`src/rtl/mem_access_unit.sv`:
```
// Purpose: MEM-stage load/store unit (LDW/LDB/STW/STB plus indirect LDI/STI)
//          driving a held request/response data-memory port.
// Latency: IDLE -> DATA (>=1 cycle) -> DONE; indirect ops add one PTR phase (>=1 cycle).
// Backpressure: o_stall holds upstream from access start until DONE; each
//               memory request is held stable until i_mem_resp is sampled high.
//
// Ports:
//   i_clk, i_reset         clock, synchronous active-high reset
//   i_valid_in, i_op       instruction present in MEM and its memory opcode
//   i_addr_in              effective address from EX
//   i_store_data           store source register value
//   i_advance              pipeline leaving MEM this cycle (releases DONE)
//   i_mem_resp, i_mem_rdata  memory completion and read data
//   o_mem_addr/read/write/wdata/byte_enable  registered memory request
//   o_load_data, o_done    registered load result, access complete
//   o_stall                hold request to the hazard unit
module mem_access_unit #(
  parameter int DATA_W = 16,
  parameter int ADDR_W = 16,
  localparam int LANES = DATA_W / 8,
  localparam int LSB_W = $clog2(DATA_W / 8)
) (
  input  logic              i_clk,
  input  logic              i_reset,
  input  logic              i_valid_in,
  input  logic [2:0]        i_op,
  input  logic [ADDR_W-1:0] i_addr_in,
  input  logic [DATA_W-1:0] i_store_data,
  input  logic              i_advance,
  input  logic              i_mem_resp,
  input  logic [DATA_W-1:0] i_mem_rdata,
  output logic [ADDR_W-1:0] o_mem_addr,
  output logic              o_mem_read,
  output logic              o_mem_write,
  output logic [DATA_W-1:0] o_mem_wdata,
  output logic [LANES-1:0]  o_mem_byte_enable,
  output logic [DATA_W-1:0] o_load_data,
  output logic              o_done,
  output logic              o_stall
);

  localparam logic [2:0] OP_NONE = 3'd0;
  localparam logic [2:0] OP_LDW  = 3'd1;
  localparam logic [2:0] OP_LDB  = 3'd2;
  localparam logic [2:0] OP_STW  = 3'd3;
  localparam logic [2:0] OP_STB  = 3'd4;
  localparam logic [2:0] OP_LDI  = 3'd5;
  localparam logic [2:0] OP_STI  = 3'd6;
  localparam logic [2:0] OP_RSVD = 3'd7;

  typedef enum logic [1:0] {
    S_IDLE = 2'd0,
    S_PTR  = 2'd1,
    S_DATA = 2'd2,
    S_DONE = 2'd3
  } state_t;

  // ---------------------------------------------------------------------
  // Opcode / address helpers
  // ---------------------------------------------------------------------
  function automatic logic is_access(input logic [2:0] op);
    return (op != OP_NONE) && (op != OP_RSVD);
  endfunction

  function automatic logic is_indirect(input logic [2:0] op);
    return (op == OP_LDI) || (op == OP_STI);
  endfunction

  function automatic logic is_load(input logic [2:0] op);
    return (op == OP_LDW) || (op == OP_LDB) || (op == OP_LDI);
  endfunction

  // Word accesses are always lane-aligned on the bus.
  function automatic logic [ADDR_W-1:0] word_addr(input logic [ADDR_W-1:0] a);
    return {a[ADDR_W-1:LSB_W], {LSB_W{1'b0}}};
  endfunction

  function automatic logic [7:0] byte_sel(input logic [DATA_W-1:0] d,
                                          input logic [LSB_W-1:0]  lane);
    logic [7:0] res;
    res = 8'h00;
    for (int k = 0; k < LANES; k++) begin
      if (k == int'(lane)) res = d[k*8 +: 8];
    end
    return res;
  endfunction

  // ---------------------------------------------------------------------
  // State and latched operands
  // ---------------------------------------------------------------------
  state_t              r_state, w_state_nxt;
  logic [2:0]          r_op, w_op_nxt;
  logic [ADDR_W-1:0]   r_addr, w_addr_nxt;
  logic [DATA_W-1:0]   r_sdata, w_sdata_nxt;
  logic [ADDR_W-1:0]   r_ptr, w_ptr_nxt;
  logic [DATA_W-1:0]   r_load, w_load_nxt;
  logic                w_stall;

  // Registered request outputs and their next values
  logic [ADDR_W-1:0]   r_mem_addr, w_req_addr;
  logic                r_mem_read, w_req_read;
  logic                r_mem_write, w_req_write;
  logic [DATA_W-1:0]   r_mem_wdata, w_req_wdata;
  logic [LANES-1:0]    r_mem_be, w_req_be;
  logic                r_done;

  logic [ADDR_W-1:0]   w_base;
  logic [LSB_W-1:0]    w_lane;

  // ---------------------------------------------------------------------
  // Next-state and operand latching
  // ---------------------------------------------------------------------
  always_comb begin
    w_state_nxt = r_state;
    w_op_nxt    = r_op;
    w_addr_nxt  = r_addr;
    w_sdata_nxt = r_sdata;
    w_ptr_nxt   = r_ptr;
    w_load_nxt  = r_load;
    w_stall     = 1'b0;

    case (r_state)
      S_IDLE: begin
        // NONE/reserved opcodes pass through MEM without touching memory.
        if (i_valid_in && is_access(i_op)) begin
          w_op_nxt    = i_op;
          w_addr_nxt  = i_addr_in;
          w_sdata_nxt = i_store_data;
          w_stall     = 1'b1;
          w_state_nxt = is_indirect(i_op) ? S_PTR : S_DATA;
        end
      end

      S_PTR: begin
        w_stall = 1'b1;
        if (i_mem_resp) begin
          w_ptr_nxt   = ADDR_W'(i_mem_rdata);
          w_state_nxt = S_DATA;
        end
      end

      S_DATA: begin
        w_stall = 1'b1;
        if (i_mem_resp) begin
          if (is_load(r_op)) begin
            // Byte loads are never indirect, so the lane comes from the
            // latched EX address.
            if (r_op == OP_LDB)
              w_load_nxt = {{(DATA_W-8){1'b0}}, byte_sel(i_mem_rdata, r_addr[LSB_W-1:0])};
            else
              w_load_nxt = i_mem_rdata;
          end
          w_state_nxt = S_DONE;
        end
      end

      S_DONE: begin
        if (i_advance) w_state_nxt = S_IDLE;
      end

      default: w_state_nxt = S_IDLE;
    endcase
  end

  // ---------------------------------------------------------------------
  // Request generation. Decoded from the *next* state and operands so the
  // request flops line up with the state register: requests appear in the
  // same cycle as PTR/DATA and drop the cycle after the response. The only
  // i_mem_resp influence is through next-state, never a direct output path.
  // ---------------------------------------------------------------------
  assign w_base = is_indirect(w_op_nxt) ? w_ptr_nxt : w_addr_nxt;
  assign w_lane = w_base[LSB_W-1:0];

  always_comb begin
    w_req_read  = 1'b0;
    w_req_write = 1'b0;
    w_req_addr  = '0;
    w_req_wdata = '0;
    w_req_be    = '0;

    case (w_state_nxt)
      S_PTR: begin
        w_req_read = 1'b1;
        w_req_addr = word_addr(w_addr_nxt);
      end

      S_DATA: begin
        case (w_op_nxt)
          OP_LDW, OP_LDI: begin
            w_req_read = 1'b1;
            w_req_addr = word_addr(w_base);
          end
          OP_STW, OP_STI: begin
            w_req_write = 1'b1;
            w_req_addr  = word_addr(w_base);
            w_req_wdata = w_sdata_nxt;
            w_req_be    = '1;
          end
          OP_LDB: begin
            w_req_read = 1'b1;
            w_req_addr = w_base;
          end
          OP_STB: begin
            // Replicate the byte on every lane; the one-hot mask picks it.
            w_req_write      = 1'b1;
            w_req_addr       = w_base;
            w_req_wdata      = {LANES{w_sdata_nxt[7:0]}};
            w_req_be[w_lane] = 1'b1;
          end
          default: ;
        endcase
      end

      default: ;
    endcase
  end

  // ---------------------------------------------------------------------
  // Registers
  // ---------------------------------------------------------------------
  always_ff @(posedge i_clk) begin
    if (i_reset) begin
      r_state     <= S_IDLE;
      r_op        <= OP_NONE;
      r_addr      <= '0;
      r_sdata     <= '0;
      r_ptr       <= '0;
      r_load      <= '0;
      r_mem_addr  <= '0;
      r_mem_read  <= 1'b0;
      r_mem_write <= 1'b0;
      r_mem_wdata <= '0;
      r_mem_be    <= '0;
      r_done      <= 1'b0;
    end else begin
      r_state     <= w_state_nxt;
      r_op        <= w_op_nxt;
      r_addr      <= w_addr_nxt;
      r_sdata     <= w_sdata_nxt;
      r_ptr       <= w_ptr_nxt;
      r_load      <= w_load_nxt;
      r_mem_addr  <= w_req_addr;
      r_mem_read  <= w_req_read;
      r_mem_write <= w_req_write;
      r_mem_wdata <= w_req_wdata;
      r_mem_be    <= w_req_be;
      r_done      <= (w_state_nxt == S_DONE);
    end
  end

  assign o_mem_addr        = r_mem_addr;
  assign o_mem_read        = r_mem_read;
  assign o_mem_write       = r_mem_write;
  assign o_mem_wdata       = r_mem_wdata;
  assign o_mem_byte_enable = r_mem_be;
  assign o_load_data       = r_load;
  assign o_done            = r_done;
  assign o_stall           = w_stall;

endmodule

```
`config.mk`:
```
export PLATFORM = sky130hd
export DESIGN_NAME = mem_access_unit
export DESIGN_NICKNAME = d
export VERILOG_FILES = /design/src/rtl/mem_access_unit.sv
export SDC_FILE = /design/constraint.sdc
export NUM_CORES = 1
export LEC_CHECK = 0
export CAP_MARGIN = 20
export CORE_ASPECT_RATIO = 0.75
export CORE_UTILIZATION = 53
export DETAILED_ROUTE_END_ITERATION = 12
export PLACE_DENSITY_LB_ADDON = 0.1
export SLEW_MARGIN = 20
export SYNTH_ARGS = -nofsm -noshare
export SYNTH_HDL_FRONTEND = slang
export SYNTH_SLANG_ARGS = --single-unit
export TNS_END_PERCENT = 5
```
`constraint.sdc`:
```
create_clock -name i_clk -period 8.3 [get_ports i_clk]
set_clock_uncertainty 0.2 [all_clocks]
set_input_delay 1.66 -clock i_clk [delete_from_list [all_inputs] [get_ports i_clk]]
set_output_delay 1.66 -clock i_clk [all_outputs]
set_load 0.05 [all_outputs]
```
==> summary.txt, run 1 <==
Run status
  – Status: completed

Hold path
  – Hold WC Path Type: reg -> reg
  – Hold Crit Depth: 2

Finish
  – Synth-to-Final Area Change: 29.8%
  – Post-layout nets: 617
  – Final core utilization: 0.732
  – Share of cells above drive strength 1: 0.0878
  – Ant. Diodes: 0

Synthesis
  – Yosys reg bits: 106
  – Ys flop type: dfxtp_1
  – Post-Synthesis Cells: 462
  – Post-Syn Area per Cell: 9.92 um^2
  – Count leader, synth: dfxtp_1
  – Leading area contributor after synthesis: dfxtp_1
  – Yosys warns: 0
  – Sequential element share of the synthesized area: 0.463
  – Post-synthesis net count: 526
  – Synth Cell Area: 4580 um^2
  – Number of enable flip-flop cells after synthesis: 0
  – Area share of the largest cell type after synthesis: 0.463
  – Top cells by area, synth: dfxtp_1 (46%), mux2i_1 (9.8%), nor2_1 (5.3%)
  – Netlist cell types: 57
  – Post-synth top cells: dfxtp_1 (106), nor2_1 (65), mux2i_1 (45), nand3_1 (24), nand2_1 (21)
  – Post-synthesis async set-or-reset flop share: 0

Setup path
  – CP bufs+invs: 2
  – CP arrival: 4050 ps
  – CP top delay family: buffers and inverters
  – Crit-path cells: clkdlybuf4s50_1 > o311a_4 > nand2_8 > a21oi_1 > clkdlybuf4s50_1
  – R2R cell count: 12
  – Max FO, Critical Path: 35
  – Crit end category: primary output
  – Cell repeated most along the worst path: clkdlybuf4s50_1
  – Crit. path cell count: 5
  – CP startpoint kind: primary input
  – Peak per-stage delay on the critical path: 820 ps
  – CP max-delay cell: clkdlybuf4s50_1
  – Worst EP required: 6440 ps
  – WS Path Type: in -> out

Floorplanning
  – I/O Pins: 110
  – Die Wd: 109 um
  – DIE AREA: 9030 um^2
  – DIE HEIGHT: 82.5 um
  – Core Box Area: 8130 um^2
  – Cell row count: 28
  – Initial Util: 0.564

Global routing
  – Largest net degree at the start of global routing: 74
  – Global-route wire length before repair: 17.1 mm
  – GRT Total Usage: 0.251
  – Grt total ovfl: 0
  – Vias in the first global route: 3361
  – Initial antenna violation count: 0

CTS
  – Clk Tree Root Cell: clkbuf_16
  – Post CTS Setup Buffer Count: 0
  – CTS tree: built
  – Clk slew on worst S/H paths: 80 ps
  – Clock Path Buffers: 2
  – Clock Latency Late Sink: 340 ps
  – Hold buffer count at cts: 0
  – CTS HTree Levels: 3
  – # resized after CTS: 0
  – CTS sink cnt: 106
  – CTS buffer count: 9

Power and ir drop
  – Total Power: 0.00164 W
  – Pwr Density: 276 nW/um^2
  – Maximum VDD drop: 0.245 mV
  – Static Leak: 2.37 nW

STA
  – Relative slew slack: 0.275
  – Final TNS setup: 0 ps
  – Final Hold Viols: 0
  – Final Max Tran Viols: 0
  – Fmax achieved: 0.169 GHz
  – Minimum clock period: 5910 ps
  – Setup violations, final: 0
  – Hold_ws: 257 ps
  – RSZ-0062 raised after global routing: no
  – Worst Max-Slew Pin Slew: 1080 ps
  – Tcrit/Tclk final: 0.712

Routing
  – DRC: 0
  – Post-route ant nets: 0
  – Routed vias/inst: 5.63
  – Via Count: 3733
  – Final WL: 11.2 mm
  – Wire per inst: 16.9 um
  – Initial drt markers: 234
  – Pre-antenna DRT Iters: 5

Placed design
  – Hpwl dp: 7.81 mm
  – GPL Wtd Cong: 0.806
  – # port buffers: 109

Run
  – Max-cap violation count: 0
[final cells by class]
type	count	area, um^2
sequential	106	2120
tap	105	131
clock inverter	7	80.1
fill	624	2180
inverter	8	30.0
clock buffer	9	225
multi-input combinational	318	2270
timing repair buffer	110	1090
[stage by stage]
step | setup WS (ps) | instance area (um^2) | std cells
after detailed placement | 2430 | 5650 | 647
after global routing | 2290 | 5950 | 663
after CTS | 2410 | 5950 | 663
final | 2390 | 5950 | 663
after global placement | 2450 | 5650 | 647
after floorplan | 3260 | 4580 | 462
[placed cells by master (no fill, tap or decap), drive strengths merged, types with 11 or more instances in the layout]
cell	synthesis	routed
clkdlybuf4s50	0	108
dfxtp	106	106
nor2	65	65
mux2i	45	45
nand3	24	24
nand2	22	22
a21oi	19	19
nor2b	18	18
nand2b	18	18
o311ai	14	14
mux2	12	12
inv	8	11
[state kept, by name, indices dropped and copies added (netlist names)]
| name | flops |
|---|---|
| r_sdata | 16 |
| o_mem_write | 1 |
| r_op | 3 |
| o_mem_wdata | 16 |
| r_state | 2 |
| o_mem_read | 1 |
| o_mem_addr | 16 |
| r_addr | 16 |
| o_load_data | 16 |
| r_ptr | 16 |
| o_mem_byte_enable | 2 |
| o_done | 1 |
[per-layer routing]
| metal | vias up | global-route usage | wire, um |
|---|---|---|---|
| met4 | 0 | 0.0667 | 98 |
| met1 | 1781 | 0.344 | 5160 |
| li1 | 1813 | - | - |
| met2 | 129 | 0.403 | 5110 |
| met5 | - | 0 | 0 |
| met3 | 10 | 0.0549 | 836 |
[worst reg2reg max path: stages, from the launching register on]
cell	delay [ps]
dfxtp_1	440
inv_1	140
ha_1	230
a21oi_1	140
nor2_1	60
nor3_1	250
nor2b_1	120
ha_1	310
nor2_1	130
nand2_1	490
a41o_1	400
or4b_1	460
nand3_1	90
[power by group]
part	internal [W]	switching [W]
Combinational	0.000230	0.000394
Clock	0.000215	0.000208
Sequential	0.000568	0.0000287
[logic make-up (layout without fill, tap and decap cells)]
kind of cell,count (synthesis),in the layout,synth area share
AO/OA/AOI/OAI,81,81,0.146
multiplexers,58,58,0.133
AND/OR/NAND/NOR,167,167,0.184
buffers and inverters,38,134,0.0423
XOR/XNOR,4,4,0.0109
flip-flops,106,106,0.463
adder cells (fa/ha/maj),8,8,0.0218
[final timing paths]
| path | slack [ps] | end | startpoint |
|---|---|---|---|
| worst max-delay path | 2390 | o_stall | i_valid_in |
| worst min-delay path | 260 | o_load_data[14] | o_load_data[14] |
| worst max register to register | 4780 | o_mem_addr[15] | r_state[1] |
| worst min register to register | 260 | o_load_data[14] | o_load_data[14] |
Power figures use the tool's default switching activity.
==> inputs of run 2 (changes only) <==
CORE_UTILIZATION = 50   (was 53)
clock period = 5.8 ns   (was 8.3 ns; I/O delays follow)
==> summary.txt, run 2 (same netlist as run 1, synthesis figures left out) <==
Setup path
  – CP startpoint kind: primary input
  – R2R cell count: 13 (+1)
  – Crit end category: primary output
  – Crit-path cells: clkdlybuf4s50_1 > o311a_4 > nand2_8 > a21oi_1 > clkdlybuf4s50_1
  – Cell repeated most along the worst path: clkdlybuf4s50_1
  – WS Path Type: in -> out
  – CP arrival: 3520 ps (-530 ps)
  – Peak per-stage delay on the critical path: 820 ps (about the same)
  – Worst EP required: 4440 ps (-2000 ps)
  – Max FO, Critical Path: 35 (unchanged)
  – CP max-delay cell: clkdlybuf4s50_1

STA
  – Final TNS setup: 0 ps (unchanged)
  – Final Hold Viols: 0 (unchanged)
  – Worst Max-Slew Pin Slew: 972 ps (-110 ps)
  – Fmax achieved: 0.205 GHz
  – Setup violations, final: 0 (unchanged)
  – Setup WS post-layout: 920 ps (-1470 ps)
  – Hold_ws: 255 ps (-1.72 ps)
  – Minimum clock period: 4880 ps
  – Tcrit/Tclk final: 0.841
  – Final Max Tran Viols: 0 (unchanged)
  – Relative slew slack: 0.349 (+0.0739)
  – RSZ-0062 raised after global routing: no

Routing
  – Post-route ant nets: 0 (unchanged)
  – Pre-antenna DRT Iters: 4 (-1)
  – Initial drt markers: 168 (-28%)
  – Routed vias/inst: 5.52 (-2.0%)
  – Via Count: 3680 (-1.4%)
  – Final WL: 10.8 mm (-3.4%)
  – Wire per inst: 16.2 um (-4.0%)
  – DRC: 0 (unchanged)

Power and ir drop
  – Pwr Density: 396 nW/um^2 (+43%)
  – Comb power frac: 0.380 (about the same)
  – Sw Pwr: 0.000891 W (+41%)
  – Int Pwr: 0.00147 W (+45%)
  – Maximum VDD drop: 0.305 mV (+24%)
  – Seq pwr share: 0.362 (about the same)
  – Clk network pwr share: 0.259 (+0.002)
  – Static Leak: 2.38 nW (+0.49%)
  – Switching share of power: 0.377 (-0.00660)

Finish
  – Reg area: 2120 um^2 (unchanged)
  – Multi-input gate area: 2270 um^2 (unchanged)
  – Fillers: 665 (+6.6%)
  – Ant. Diodes: 0 (unchanged)
  – Post-layout nets: 618 (+0.16%)
  – Share of cells above drive strength 1: 0.0894 (+0.00163)
  – Most common cell after layout, fill and taps aside: clkdlybuf4s50_1
  – Commonest non-fill, non-tap cells in the layout: clkdlybuf4s50_1 (108), dfxtp_1 (106), nor2_1 (65)
  – Synth-to-Final Area Change: 30.1%

Global routing
  – Largest net degree at the start of global routing: 63 (-15%)
  – Initial antenna violation count: 0 (unchanged)
  – Grt total ovfl: 0 (unchanged)
  – Global-route wire length before repair: 17.5 mm (+2.5%)
  – Vias in the first global route: 3487 (+3.7%)
  – GRT Total Usage: 0.231 (-0.0204)

Placed design
  – # port buffers: 109 (unchanged)
  – Hpwl dp: 7.79 mm (-0.19%)
  – DP Worst Slack: 940 ps (-1490 ps)
  – GPL Wtd Cong: 0.836 (+3.7%)

CTS
  – Clock Path Buffers: 2 (unchanged)
  – Clock Latency Late Sink: 340 ps (about the same)
  – CTS HTree Levels: 3 (unchanged)
  – CTS tree: built
  – Hold buffer count at cts: 0 (unchanged)
  – Clk Tree Root Cell: clkbuf_16
  – # resized after CTS: 0 (unchanged)
  – Post CTS Setup Buffer Count: 0 (unchanged)
  – CTS sink cnt: 106 (unchanged)
  – CTS buffer count: 9 (unchanged)
  – Clk slew on worst S/H paths: 80 ps (about the same)

Floorplanning
  – Initial Util: 0.529 (-0.0354)
  – Core Box Area: 8670 um^2 (+6.7%)
  – Cell row count: 29 (+3.6%)
  – DIE AREA: 9560 um^2 (+5.9%)
  – I/O Pins: 110 (unchanged)
  – DIE HEIGHT: 84.9 um (+2.9%)
  – Die Wd: 113 um (+2.9%)

Hold path
  – Hold WC Path Type: reg -> reg
  – Hold Crit Depth: 2 (unchanged)

Run status
  – Status: completed

Run
  – Max-cap violation count: 0 (unchanged)
run 2: worst max-delay path: cells and delay by family:
family / cells / cell delay, ps
buf+inv: 2 / 1560
compound gates: 2 / 570
simple gates: 1 / 220
run 2: layer usage:
layer,GRT usage,wire length [um]
met5,0,0
met4,0.0558,88
met3,0.0507,596
met2,0.360,4870
met1,0.326,5270
run 2: power by group through the flow:
| stage | sequential (W) | combinational [W] | clock, W |
|---|---|---|---|
| 4_1_cts | 0.000855 | 0.000896 | 0.000621 |
| 5_1_grt | 0.000865 | 0.000967 | 0.000654 |
| 2_1_floorplan | 0.000970 | 0.000570 | 0 |
| 6_report | 0.000856 | 0.000897 | 0.000611 |
| 3_3_place_gp | 0.000868 | 0.000873 | 0 |
| 3_5_place_dp | 0.000871 | 0.000892 | 0 |
run 2: stage by stage:
stage | util | power (W) | cell area [um^2] | std cells
floorplan | - | 0.00154 | 4580 | 462
global placement | 0.652 | 0.00174 | 5660 | 651
detailed placement | 0.652 | 0.00176 | 5660 | 651
CTS | 0.688 | 0.00237 | 5970 | 667
global route | 0.688 | 0.00249 | 5970 | 667
finish | 0.688 | 0.00236 | 5970 | 667
run 2: final timing paths:
path | slack (ps) | startpoint | to
max | 920 | i_valid_in | o_stall
min | 260 | o_load_data[14] | o_load_data[14]
max reg2reg | 2690 | r_state[1] | o_mem_addr[15]
min reg2reg | 260 | o_load_data[14] | o_load_data[14]
run 2: final cells by class:
| class | instances | share of cell area |
|---|---|---|
| Multi-Input combinational cell | 318 | 0.380 |
| Sequential cell | 106 | 0.356 |
| Timing Repair Buffer | 111 | 0.185 |
| Clock buffer | 11 | 0.0424 |
| Tap cell | 108 | 0.0227 |
| Clock inverter | 5 | 0.00944 |
| Inverter | 8 | 0.00503 |
